[config.mk]
export PLATFORM = sky130hd
export DESIGN_NAME = cpu_vga_reg_overlay
export DESIGN_NICKNAME = d
export VERILOG_FILES = /design/src/rtl/cpu_vga_pkg.sv /design/src/rtl/tcgrom.sv /design/src/rtl/vga_reg_tracker.sv /design/src/rtl/cpu_vga_reg_overlay.sv
export SDC_FILE = /design/constraint.sdc
export NUM_CORES = 1
export LEC_CHECK = 0
export ABC_AREA = 1
export BUFFER_PORTS_ARGS = -buffer_cell sky130_fd_sc_hd__buf_2
export CAP_MARGIN = 20
export CORE_MARGIN = 4
export CORE_UTILIZATION = 60
export CTS_BUF_LIST = sky130_fd_sc_hd__clkbuf_4
export DETAILED_ROUTE_END_ITERATION = 10
export GPL_TIMING_DRIVEN = 0
export HOLD_SLACK_MARGIN = 0.15
export PLACE_DENSITY = 0.78
export SYNTH_ARGS = -nofsm -noshare
export SYNTH_HDL_FRONTEND = slang
export SYNTH_HIERARCHICAL = 1
export SYNTH_SLANG_ARGS = --single-unit
[constraint.sdc]
create_clock -name clk -period 2.3 [get_ports clk]
set_input_delay 0.46 -clock clk [delete_from_list [all_inputs] [get_ports clk]]
set_output_delay 0.46 -clock clk [all_outputs]
set_load 0.02 [all_outputs]
[src/rtl/cpu_vga_pkg.sv]
// Shared constants and helpers for the CPU register text overlay.
package cpu_vga_pkg;

    // Character codes in the tcgrom glyph set
    localparam logic [5:0] CH_SPACE = 6'd32;
    localparam logic [5:0] CH_ZERO  = 6'd48;
    localparam logic [5:0] CH_R     = 6'd18;
    localparam logic [5:0] CH_HEX_A = 6'd1;

    // Pixel colours, {RR,GG,BB}
    localparam logic [5:0] COL_NORMAL  = 6'b110000;
    localparam logic [5:0] COL_CHANGED = 6'b111100;
    localparam logic [5:0] COL_BLACK   = 6'b000000;

    // Text grid layout
    localparam logic [4:0] LABEL_COL     = 5'd2;
    localparam logic [4:0] LABEL_NUM_COL = 5'd3;
    localparam logic [4:0] VALUE_COL     = 5'd5;
    localparam int         MAX_TEXT_COLS = 21;

    // Digit rendering mode latched once per frame
    typedef enum logic {
        MODE_BIN = 1'b0,
        MODE_HEX = 1'b1
    } digit_mode_e;

    // Map a 4-bit value to its glyph code: 0..9 are ASCII digits, A..F live at codes 1..6
    function automatic logic [5:0] digit_code(input logic [3:0] nibble);
        if (nibble < 4'd10) begin
            return CH_ZERO + {2'b00, nibble};
        end else begin
            return CH_HEX_A + {2'b00, nibble} - 6'd10;
        end
    endfunction

endpackage

[src/rtl/tcgrom.sv]
// 8x8 character ROM: address = {char code, glyph row}, row 0 at the top, MSB = leftmost pixel.
module tcgrom (
    input  logic [8:0] addr,
    output logic [7:0] data
);

    logic [63:0] glyph;

    // Look up the full 8-row glyph for the character, then pick the requested row
    always_comb begin
        glyph = 64'h0;
        case (addr[8:3])
            6'd1:  glyph = 64'h183C667E66666600; // A
            6'd2:  glyph = 64'h7C66667C66667C00; // B
            6'd3:  glyph = 64'h3C66606060663C00; // C
            6'd4:  glyph = 64'h786C6666666C7800; // D
            6'd5:  glyph = 64'h7E60607860607E00; // E
            6'd6:  glyph = 64'h7E60607860606000; // F
            6'd18: glyph = 64'h7C66667C786C6600; // R
            6'd48: glyph = 64'h3C666E7666663C00; // 0
            6'd49: glyph = 64'h1818381818187E00; // 1
            6'd50: glyph = 64'h3C66060C30607E00; // 2
            6'd51: glyph = 64'h3C66061C06663C00; // 3
            6'd52: glyph = 64'h060E1E667F060600; // 4
            6'd53: glyph = 64'h7E607C0606663C00; // 5
            6'd54: glyph = 64'h3C66607C66663C00; // 6
            6'd55: glyph = 64'h7E660C1818181800; // 7
            6'd56: glyph = 64'h3C66663C66663C00; // 8
            6'd57: glyph = 64'h3C66663E06663C00; // 9
            default: glyph = 64'h0;
        endcase
        data = glyph[{~addr[2:0], 3'b000} +: 8];
    end

endmodule

[src/rtl/vga_reg_tracker.sv]
// Per-register frame snapshot plus change-highlight hold counter.
module vga_reg_tracker
    import cpu_vga_pkg::*;
#(
    parameter int REG_W       = 8,
    parameter int HOLD_FRAMES = 30
) (
    input  logic             clk,
    input  logic             clear_n,
    input  logic             frame_start,
    input  logic [REG_W-1:0] reg_in,
    output logic [REG_W-1:0] snap,
    output logic             changed
);

    localparam int HOLD_W = (HOLD_FRAMES > 0) ? $clog2(HOLD_FRAMES + 1) : 1;

    logic [REG_W-1:0]  snap_q, snap_d;
    logic [HOLD_W-1:0] hold_q, hold_d;

    // On each frame start: take a new snapshot, reload the hold on change, otherwise count down to zero
    always_comb begin
        snap_d = snap_q;
        hold_d = hold_q;
        if (frame_start) begin
            snap_d = reg_in;
            if (reg_in != snap_q) begin
                hold_d = HOLD_W'(HOLD_FRAMES);
            end else if (hold_q != '0) begin
                hold_d = hold_q - HOLD_W'(1);
            end
        end
    end

    // Snapshot and hold counter state
    always_ff @(posedge clk or negedge clear_n) begin
        if (!clear_n) begin
            snap_q <= '0;
            hold_q <= '0;
        end else begin
            snap_q <= snap_d;
            hold_q <= hold_d;
        end
    end

    assign snap    = snap_q;
    assign changed = (hold_q != '0);

endmodule

[src/rtl/cpu_vga_reg_overlay.sv]
// Text overlay drawing N_REGS debug registers (binary or hex) into a 3-stage VGA pixel pipeline.
module cpu_vga_reg_overlay
    import cpu_vga_pkg::*;
#(
    parameter int N_REGS      = 8,
    parameter int REG_W       = 8,
    parameter int HOLD_FRAMES = 30
) (
    input  logic                    clk,
    input  logic                    clear_n,
    input  logic [10:0]             XPos,
    input  logic [9:0]              YPos,
    input  logic                    Valid,
    input  logic                    frame_start,
    input  logic                    hex_mode,
    input  logic [N_REGS*REG_W-1:0] reg_bus,
    output logic [5:0]              vga_rgb
);

    localparam int HEX_DIGITS = (REG_W + 3) / 4;
    localparam int PAD_W      = HEX_DIGITS * 4;

    if (N_REGS < 1 || N_REGS > 10) begin : g_bad_n_regs
        $error("cpu_vga_reg_overlay: N_REGS must be 1..10");
    end
    if (REG_W < 1 || REG_W > 16) begin : g_bad_reg_w
        $error("cpu_vga_reg_overlay: REG_W must be 1..16");
    end
    if (int'(VALUE_COL) + REG_W > MAX_TEXT_COLS) begin : g_bad_width
        $error("cpu_vga_reg_overlay: value digits overflow the text line");
    end

    logic [REG_W-1:0] snap [N_REGS];
    logic [N_REGS-1:0] changed;

    for (genvar i = 0; i < N_REGS; i++) begin : g_reg
        vga_reg_tracker #(
            .REG_W       (REG_W),
            .HOLD_FRAMES (HOLD_FRAMES)
        ) u_tracker (
            .clk         (clk),
            .clear_n     (clear_n),
            .frame_start (frame_start),
            .reg_in      (reg_bus[i*REG_W +: REG_W]),
            .snap        (snap[i]),
            .changed     (changed[i])
        );
    end

    digit_mode_e hex_q, hex_d;

    logic [5:0] code_q, code_d;
    logic [5:0] colour_q, colour_d;
    logic [2:0] row_q, row_d;
    logic [2:0] bit_q, bit_d;
    logic       valid_q, valid_d;

    logic [7:0] glyph_q, glyph_d;
    logic [5:0] colour2_q, colour2_d;
    logic [2:0] bit2_q, bit2_d;
    logic       valid2_q, valid2_d;

    logic [5:0] rgb_q, rgb_d;

    logic [4:0]       text_col;
    logic [4:0]       text_row;
    logic [3:0]       reg_idx;
    logic [4:0]       digit_pos;
    logic             row_hit;
    logic             sel_chg;
    logic [REG_W-1:0] sel_snap;
    logic [PAD_W-1:0] padded;
    logic [5:0]       bin_code;
    logic [5:0]       hex_code;
    logic [7:0]       rom_data;
    logic             unused_bits;

    assign text_col    = XPos[10:6];
    assign text_row    = YPos[9:5];
    assign reg_idx     = text_row[4:1];
    assign digit_pos   = text_col - VALUE_COL;
    assign unused_bits = ^{XPos[2:0], YPos[1:0]};

    // Display mode only changes at frame start so a frame never mixes radices
    always_comb begin
        hex_d = hex_q;
        if (frame_start) begin
            hex_d = digit_mode_e'(hex_mode);
        end
    end

    // Find which register (if any) owns the current odd text row
    always_comb begin
        row_hit  = 1'b0;
        sel_chg  = 1'b0;
        sel_snap = '0;
        for (int i = 0; i < N_REGS; i++) begin
            if (text_row[0] && reg_idx == 4'(i)) begin
                row_hit  = 1'b1;
                sel_snap = snap[i];
                sel_chg  = changed[i];
            end
        end
    end

    // Glyph code for the current value digit in both radices
    always_comb begin
        bin_code = CH_SPACE;
        hex_code = CH_SPACE;
        padded   = PAD_W'(sel_snap);
        for (int k = 0; k < REG_W; k++) begin
            if (digit_pos == 5'(k)) begin
                bin_code = digit_code({3'b000, sel_snap[REG_W-1-k]});
            end
        end
        for (int k = 0; k < HEX_DIGITS; k++) begin
            if (digit_pos == 5'(k)) begin
                hex_code = digit_code(padded[(HEX_DIGITS-1-k)*4 +: 4]);
            end
        end
    end

    // Stage 1: choose the character for this cell and its colour
    always_comb begin
        code_d   = CH_SPACE;
        colour_d = (row_hit && sel_chg) ? COL_CHANGED : COL_NORMAL;
        row_d    = YPos[4:2];
        bit_d    = XPos[5:3];
        valid_d  = Valid;
        if (row_hit) begin
            if (text_col == LABEL_COL) begin
                code_d = CH_R;
            end else if (text_col == LABEL_NUM_COL) begin
                code_d = CH_ZERO + {2'b00, reg_idx};
            end else if (text_col >= VALUE_COL) begin
                code_d = (hex_q == MODE_HEX) ? hex_code : bin_code;
            end
        end
    end

    tcgrom u_rom (
        .addr (({code_q, row_q})),
        .data (rom_data)
    );

    // Stage 2: capture the glyph row and carry pixel attributes alongside it
    always_comb begin
        glyph_d   = rom_data;
        colour2_d = colour_q;
        bit2_d    = bit_q;
        valid2_d  = valid_q;
    end

    // Stage 3: pick the glyph pixel and gate it by the visible-area flag
    always_comb begin
        rgb_d = COL_BLACK;
        if (valid2_q && glyph_q[3'd7 - bit2_q]) begin
            rgb_d = colour2_q;
        end
    end

    // Pipeline and mode registers
    always_ff @(posedge clk or negedge clear_n) begin
        if (!clear_n) begin
            hex_q     <= MODE_BIN;
            code_q    <= '0;
            colour_q  <= '0;
            row_q     <= '0;
            bit_q     <= '0;
            valid_q   <= 1'b0;
            glyph_q   <= '0;
            colour2_q <= '0;
            bit2_q    <= '0;
            valid2_q  <= 1'b0;
            rgb_q     <= '0;
        end else begin
            hex_q     <= hex_d;
            code_q    <= code_d;
            colour_q  <= colour_d;
            row_q     <= row_d;
            bit_q     <= bit_d;
            valid_q   <= valid_d;
            glyph_q   <= glyph_d;
            colour2_q <= colour2_d;
            bit2_q    <= bit2_d;
            valid2_q  <= valid2_d;
            rgb_q     <= rgb_d;
        end
    end

    assign vga_rgb = rgb_q;

endmodule

# Yosys cells after proc, flatten, opt, wreduce, memory -nomap -nowiden
# Memories as Yosys holds them, arrays and structs flattened.
# Index checks and enable logic that the tools add are counted.
totals:
  reg_bits: 146
  latchBits: 0
  ramBits: 0
  rom_bits: 2752
  inputBits: 90
  word_cells: 180
  memories: 1
op_classes:
  addsub: 25
  mul: 0
  div: 0
  n_lt_le_gt_ge: 4
  n_eq_ne: 24
  n_shift: 1
  mux: 61
  bitwise_logic: 1
  reduce_logical: 36
memory_table:
  columns: ["memory", "depth", "width", "read_ports", "rd_clocked_by_memory_dff", "wr", "line_no", "text"]
  rows:
  - ["(name not given)", 64, 43, 1, 0, 0, "tcgrom.sv:12", "case (addr[8:3])"]
ops:
  columns: ["op", "count"]
  rows:
  - ["two-way mux 6 bit", 18]
  - ["two-way mux 5 bit", 16]
  - ["two-way mux 8 bit", 8]
  - ["inequality test 8 bit", 8]
  - ["variable part select 64 x 7 -> 8 bit", 1]
  - ["adder 5 x 2 -> 6 bit (first input constant)", 8]
  - ["nonzero test 5 bit", 8]
  - ["subtractor 5 x 1 -> 5 bit (second input constant)", 8]
  - ["equality test 5 x 2 -> 1 bit (second input constant)", 4]
  - ["equality test 5 x 3 -> 1 bit (second input constant)", 4]
  - ["adder 5 x 5 -> 6 bit (first input constant)", 3]
  - ["two-way mux 1 bit", 17]
  - ["equality test 4 x 3 -> 1 bit (second input constant)", 4]
  - ["AND reduction 2 bit", 8]
  - ["nonzero test 2 bit", 8]
  - ["subtractor 5 x 4 -> 6 bit (second input constant)", 2]
  - ["adder 1 x 4 -> 5 bit (first input constant)", 2]
  - ["logical AND 1 bit", 10]
  - ["equality test 4 x 2 -> 1 bit (second input constant)", 2]
  - ["< comparator 4 bit (second input constant)", 2]
  - ["equality test 5 x 1 -> 1 bit (second input constant)", 1]
  - ["greater-or-equal comparator 5 x 3 -> 1 bit (second input constant)", 1]
  - ["zero test 5 bit", 1]
  - ["subtractor 5 x 3 -> 5 bit (second input constant)", 1]
  - ["7 further kinds", 7]

# Depth between registers and ports, before layout
depth:
  word_depth: 24
  depth_mapped: 18
  mapped_depth_nobuf: 18

# Cells and area by module
# Netlist, hierarchy kept.
by_module_without_submodules:
  columns: ["mod", "n_inst", "cells_per_inst", "area_per_inst_um2", "seq_area_each_um2"]
  rows:
  - ["vga_reg_tracker", 8, 88, 691.9, 325.3]
  - ["cpu_vga_reg_overlay", 1, 300, 2192.1, 800.8]
  - ["tcgrom", 1, 272, 1298.7, 0.0]

# Least setup slack after synthesis
# OpenSTA, ideal clock, no wires.
synth_path:
  path_type: "input port to flip-flop"
  startpoint: "input port YPos[9]"
  endpoint: "register code_q[4]"
  setup_ns: 0.077
  t_arrival_ns: 1.928
  slack_ns: 0.295
  cell_stages: 15
  path_buffers: 0
  path_cell_list: "inv_1 > nand3_4 > nor2_4 > inv_2 > or2_2 > nand2_1 > nand2_1 > inv_1 > ha_1 > inv_1 > o21ai_1 > nand2_1 > nand4_1 > nand2_1 > a21oi_1"
synth_via:
  elab_chain_cells: 24
  word_cells_on_any_way: 66
synth_rtl:
  columns: ["element", "line_no", "text"]
  rows:
  - ["start, declared", "cpu_vga_reg_overlay.sv:12", "input logic [9:0] YPos,"]
  - ["zero test 4 bit", "cpu_vga_reg_overlay.sv:98", "if (text_row[0] && reg_idx == 4'(i)) begin"]
  - ["logical AND 1 bit", "cpu_vga_reg_overlay.sv:98", null]
  - ["two-way mux 8 bit (8 in a row)", "cpu_vga_reg_overlay.sv:98", null]
  - ["adder 5 x 2 -> 6 bit", "cpu_vga_pkg.sv:30", "return CH_ZERO + {2'b00, nibble};"]
  - ["two-way mux 6 bit (8 in a row)", "cpu_vga_reg_overlay.sv:112", "if (digit_pos == 5'(k)) begin"]
  - ["two-way mux 6 bit", "cpu_vga_reg_overlay.sv:136", "code_d = (hex_q == MODE_HEX) ? hex_code : bin_code;"]
  - ["two-way mux 6 bit", "cpu_vga_reg_overlay.sv:135", "end else if (text_col >= VALUE_COL) begin"]
  - ["two-way mux 6 bit", "cpu_vga_reg_overlay.sv:133", "end else if (text_col == LABEL_NUM_COL) begin"]
  - ["two-way mux 6 bit", "cpu_vga_reg_overlay.sv:131", "if (text_col == LABEL_COL) begin"]
  - ["two-way mux 6 bit *", "cpu_vga_reg_overlay.sv:130", "if (row_hit) begin"]
  - ["net code_d[4]", "cpu_vga_reg_overlay.sv:52", "logic [5:0] code_q, code_d;"]
  - ["end signal, assigned", "cpu_vga_reg_overlay.sv:178", "code_q <= code_d;"]
  - ["end, declared", "cpu_vga_reg_overlay.sv:52", null]
# Mark *: on every way through the listed nets, which the timed path passes. The rest lies on a longest branch.
# A chain may end at the register's enable or synchronous reset.

# Worst setup path after layout
layout_path:
  startpoint: "register g_reg[0].u_tracker.hold_q[0]"
  endpoint: "register colour_q[3], in the netlist colour2_d[3]"
layout_via:
  elab_chain_cells: 11
layout_rtl:
  columns: ["element", "line_no", "text"]
  rows:
  - ["start, declared", "vga_reg_tracker.sv:19", "logic [HOLD_W-1:0] hold_q, hold_d;"]
  - ["start signal, assigned", "vga_reg_tracker.sv:42", "hold_q <= hold_d;"]
  - ["nonzero test 5 bit", "vga_reg_tracker.sv:47", "assign changed = (hold_q != '0);"]
  - ["net changed[0]", "cpu_vga_reg_overlay.sv:34", "logic [N_REGS-1:0] changed;"]
  - ["two-way mux 1 bit (8 in a row)", "cpu_vga_reg_overlay.sv:98", null]
  - ["logical AND 1 bit", "cpu_vga_reg_overlay.sv:126", "colour_d = (row_hit && sel_chg) ? COL_CHANGED : COL_NORMAL;"]
  - ["two-way mux 4 bit", "cpu_vga_reg_overlay.sv:126", null]
  - ["end signal, assigned", "cpu_vga_reg_overlay.sv:179", "colour_q <= colour_d;"]
  - ["end, declared", "cpu_vga_reg_overlay.sv:53", "logic [5:0] colour_q, colour_d;"]
# The timed path passes the listed nets, and every way through them passes these cells.

==> results.json <==
{
  "status": "finished clean",
  "ys_seq_elements": 136,
  "cp.arrival_ns": 2.69,
  "setup.worst_path.end_class": "flip-flop",
  "layout_common_cells": "501 x sky130_fd_sc_hd__nand2_1, 136 x sky130_fd_sc_hd__dfrtp_1, 119 x sky130_fd_sc_hd__inv_1",
  "maximum_clock_frequency_mhz": 445,
  "report.final.slew_viol_count": 0,
  "root_buffer": "sky130_fd_sc_hd__clkbuf_4",
  "die_w_um": 131,
  "grtUsageTotal_pct": 29.3,
  "synth_area_leaders": "sky130_fd_sc_hd__dfrtp_1 38%, sky130_fd_sc_hd__nand2_1 21%, sky130_fd_sc_hd__xnor2_1 5.4%",
  "grt_pass1_vias": 8575,
  "total_leakage_power_uw": 0.00539,
  "max_cap_violations": 0,
  "timing.critical_path.slowest_stage_cell": "sky130_fd_sc_hd__dfrtp_1",
  "slew_headroom_pct": 60.8,
  "synthesis.area_per_instance_um2": 7.07,
  "synthFlopType": "sky130_fd_sc_hd__dfrtp_1",
  "holdCritPathClass": "in -> reg",
  "finish.instance_area_um2": 10700,
  "tritoncts.num_buffers": 17,
  "worstPathMaxFanout": 4,
  "filler_cell_count": 1183,
  "io-pin-count": 96,
  "number_of_placement_rows": 44,
  "clk_pin_slew_worst_paths_ns": 0.12,
  "timing.critical_path.buf_inv": 2,
  "worstPathRequired_ns": 2.74,
  "grt_overflow_total": 0,
  "tightest_slew_ns": 0.588,
  "port_buffers": 88,
  "placedInstanceArea_um2": 9750,
  "synth_cell_type_count": 51,
  "drt_wl_total_mm": 23.8,
  "multi_input_logic_area_um2": 4990,
  "via_count": 8909,
  "ff_latch_area_um2": 3400,
  "number_of_routed_nets_with_antenna_violations": 0,
  "area_growth_pct": 19.0,
  "drc": 0,
  "place.gp.congestion": 1.02,
  "cts.sinks": 136,
  "yosys.area.top_type": "sky130_fd_sc_hd__dfrtp_1",
  "core-area_um2": 14600,
  "fin_nets": 1570,
  "grt_first_pass_wirelength_mm": 39.7,
  "post_drt_wl_per_cell_um": 14.3,
  "final-setup-viol-count": 0,
  "hold_viol": 0,
  "worstSetupStartpointType": "flip-flop",
  "fin_crit_sh_pct": 97.7,
  "fraction_of_layout_cells_with_a_size_suffix_above_1_pct": 14.4,
  "synth_edf_count": 0,
  "largest_incremental_delay_on_the_critical_path_ns": 0.42,
  "skew_ns": 0.0192,
  "clock_path_buffers": 2,
  "power_density_nw_per_um2": 496,
  "rsz0062_at_grt": "false",
  "post_drt_via_cell_ratio": 5.37,
  "synth.yosys.seq_area_share_pct": 37.7,
  "drt-initial-drc-count": 563,
  "largest_net_degree_at_the_start_of_global_routing": 77,
  "critical_path.cell_chain": "inv_1 -> ha_1 -> nand2_1 -> or2_4 -> a22o_2 -> a221oi_1 -> nand3_1 -> o22ai_1 -> inv_1",
  "layout_utilization_pct": 73.4,
  "period_minus_slack_ns": 2.25,
  "initial_core_utilization_pct": 61.6,
  "die_height_um": 131,
  "clock_latency_ns": 0.56,
  "cts_htree_levels": 4,
  "synth.yosys.warnings": 6,
  "dieArea_um2": 17100,
  "setup.worst_path.class": "reg -> reg",
  "postCtsSetupRepairBufs": 0,
  "grt_antenna_before_repair": 2,
  "cts_tree": "done",
  "synth-async-reset-ratio_pct": 100,
  "synth_area_um2": 9030,
  "final_common_cell": "sky130_fd_sc_hd__nand2_1",
  "synth_top_area_share_pct": 37.7,
  "critical_path.most_common_cell": "sky130_fd_sc_hd__inv_1",
  "dp_hpwl_mm": 17.3,
  "netlist_instances": 1276,
  "path_delay_family": "compound AO/OA/AOI/OAI gates",
  "detail_route.first_pass.iterations": 5,
  "peak_vdd_ir_uv": 434
}
==> Yosys cell counts (all sizes together) (3+ instances only) <==
cell type / count
nor3: 15
xnor2: 56
or2: 10
a21oi: 32
dfrtp: 136
nand3b: 8
buf: 14
inv: 132
clkbuf: 9
o211ai: 20
nor2: 120
nand3: 80
ha: 20
nand2: 519
o21a: 8
nand4: 19
conb: 3
o21ai: 58
==> layout make-up <==
cell class | count | area share [%]
Multi-Input combinational cell | 986 | 46.5
Sequential cell | 136 | 31.7
Timing Repair Buffer | 164 | 11.5
Inverter | 132 | 4.63
Tap cell | 184 | 2.14
Clock buffer | 18 | 1.26
Buffer | 23 | 1.25
Clock inverter | 13 | 1.01
Antenna cell | 2 | 0.0466
==> kinds of logic after synthesis <==
| family | synth area share, % |
|---|---|
| compound gates | 8.54 |
| xor+xnor | 5.43 |
| fa+ha+maj | 2.77 |
| buf+inv | 7.00 |
| flops | 37.7 |
| mux | 0.236 |
| other cells | 0.125 |
| simple gates | 38.2 |
==> sequential cells by signal (all words and copies together), names as in the netlist <==
name and count:
valid2_q 1, hex_q 1, bit2_d 3, g.u_tracker/hold_q 40, g.u_tracker/snap 64, glyph_q 8, code_q 6, valid2_d 1
colour2_d 2, row_q 3, vga_rgb 2, bit2_q 3, colour2_q 2
==> per-stage QoR <==
step / TNS (ns) / cells / total power (uW) / hold WS [ns] / setup slack (ns)
6_report: 0 / 1658 / 5330 / 0.201 / 0.0521
2_1_floorplan: 0 / 1277 / 3440 / 0.164 / 0.295
3_3_place_gp: -152.48 / 1549 / 3790 / 0.335 / -1.14
4_1_cts: 0 / 1656 / 5340 / 0.166 / 0.0533
5_1_grt: 0 / 1658 / 5640 / 0.156 / 0.00601
3_5_place_dp: -0.705 / 1551 / 3830 / 0.338 / -0.258
==> report_power, final <==
part | total, uW | switching [uW] | internal, uW
Clock | 1430 | 894 | 533
Combinational | 1160 | 666 | 499
Sequential | 2740 | 173 | 2570
Total | 5330 | 1730 | 3600
==> repair_timing <==
action | in CTS | in global routing
setup endpoints to repair | 0 | 2
resized for setup | 0 | 1
endpoints found under the hold margin | 133 | 0
hold buffers | 74 | 0
==> worst min-delay path: stages <==
cell,delay [ns]
sky130_fd_sc_hd__buf_2,0.13
sky130_fd_sc_hd__nand2_1,0.07
sky130_fd_sc_hd__a21oi_1,0.05
==> final timing paths <==
path	start	end	cells after the start	slack, ns
setup / recovery	g_reg[0].u_tracker/hold_q[0]	colour2_d[3]	9	0.05
hold / removal	YPos[8]	code_q[2]	3	0.20
setup reg to reg	g_reg[0].u_tracker/hold_q[0]	colour2_d[3]	9	0.05
hold reg to reg	bit2_d[0]	bit2_q[0]	0	0.36
max in group asynchronous	clear_n	glyph_q[0]	3	1.07
min in group asynchronous	clear_n	g_reg[1].u_tracker/hold_q[3]	2	0.44
==> per-layer routing <==
metal	track usage [%]	share of wire [%]	vias to the layer above
met5	0	0	-
met4	10.5	2.8	0
li1	-	-	4422
met1	39.1	44	4130
met3	5.16	5.2	55
met2	48.2	48	302
Power figures use the tool's default switching activity.
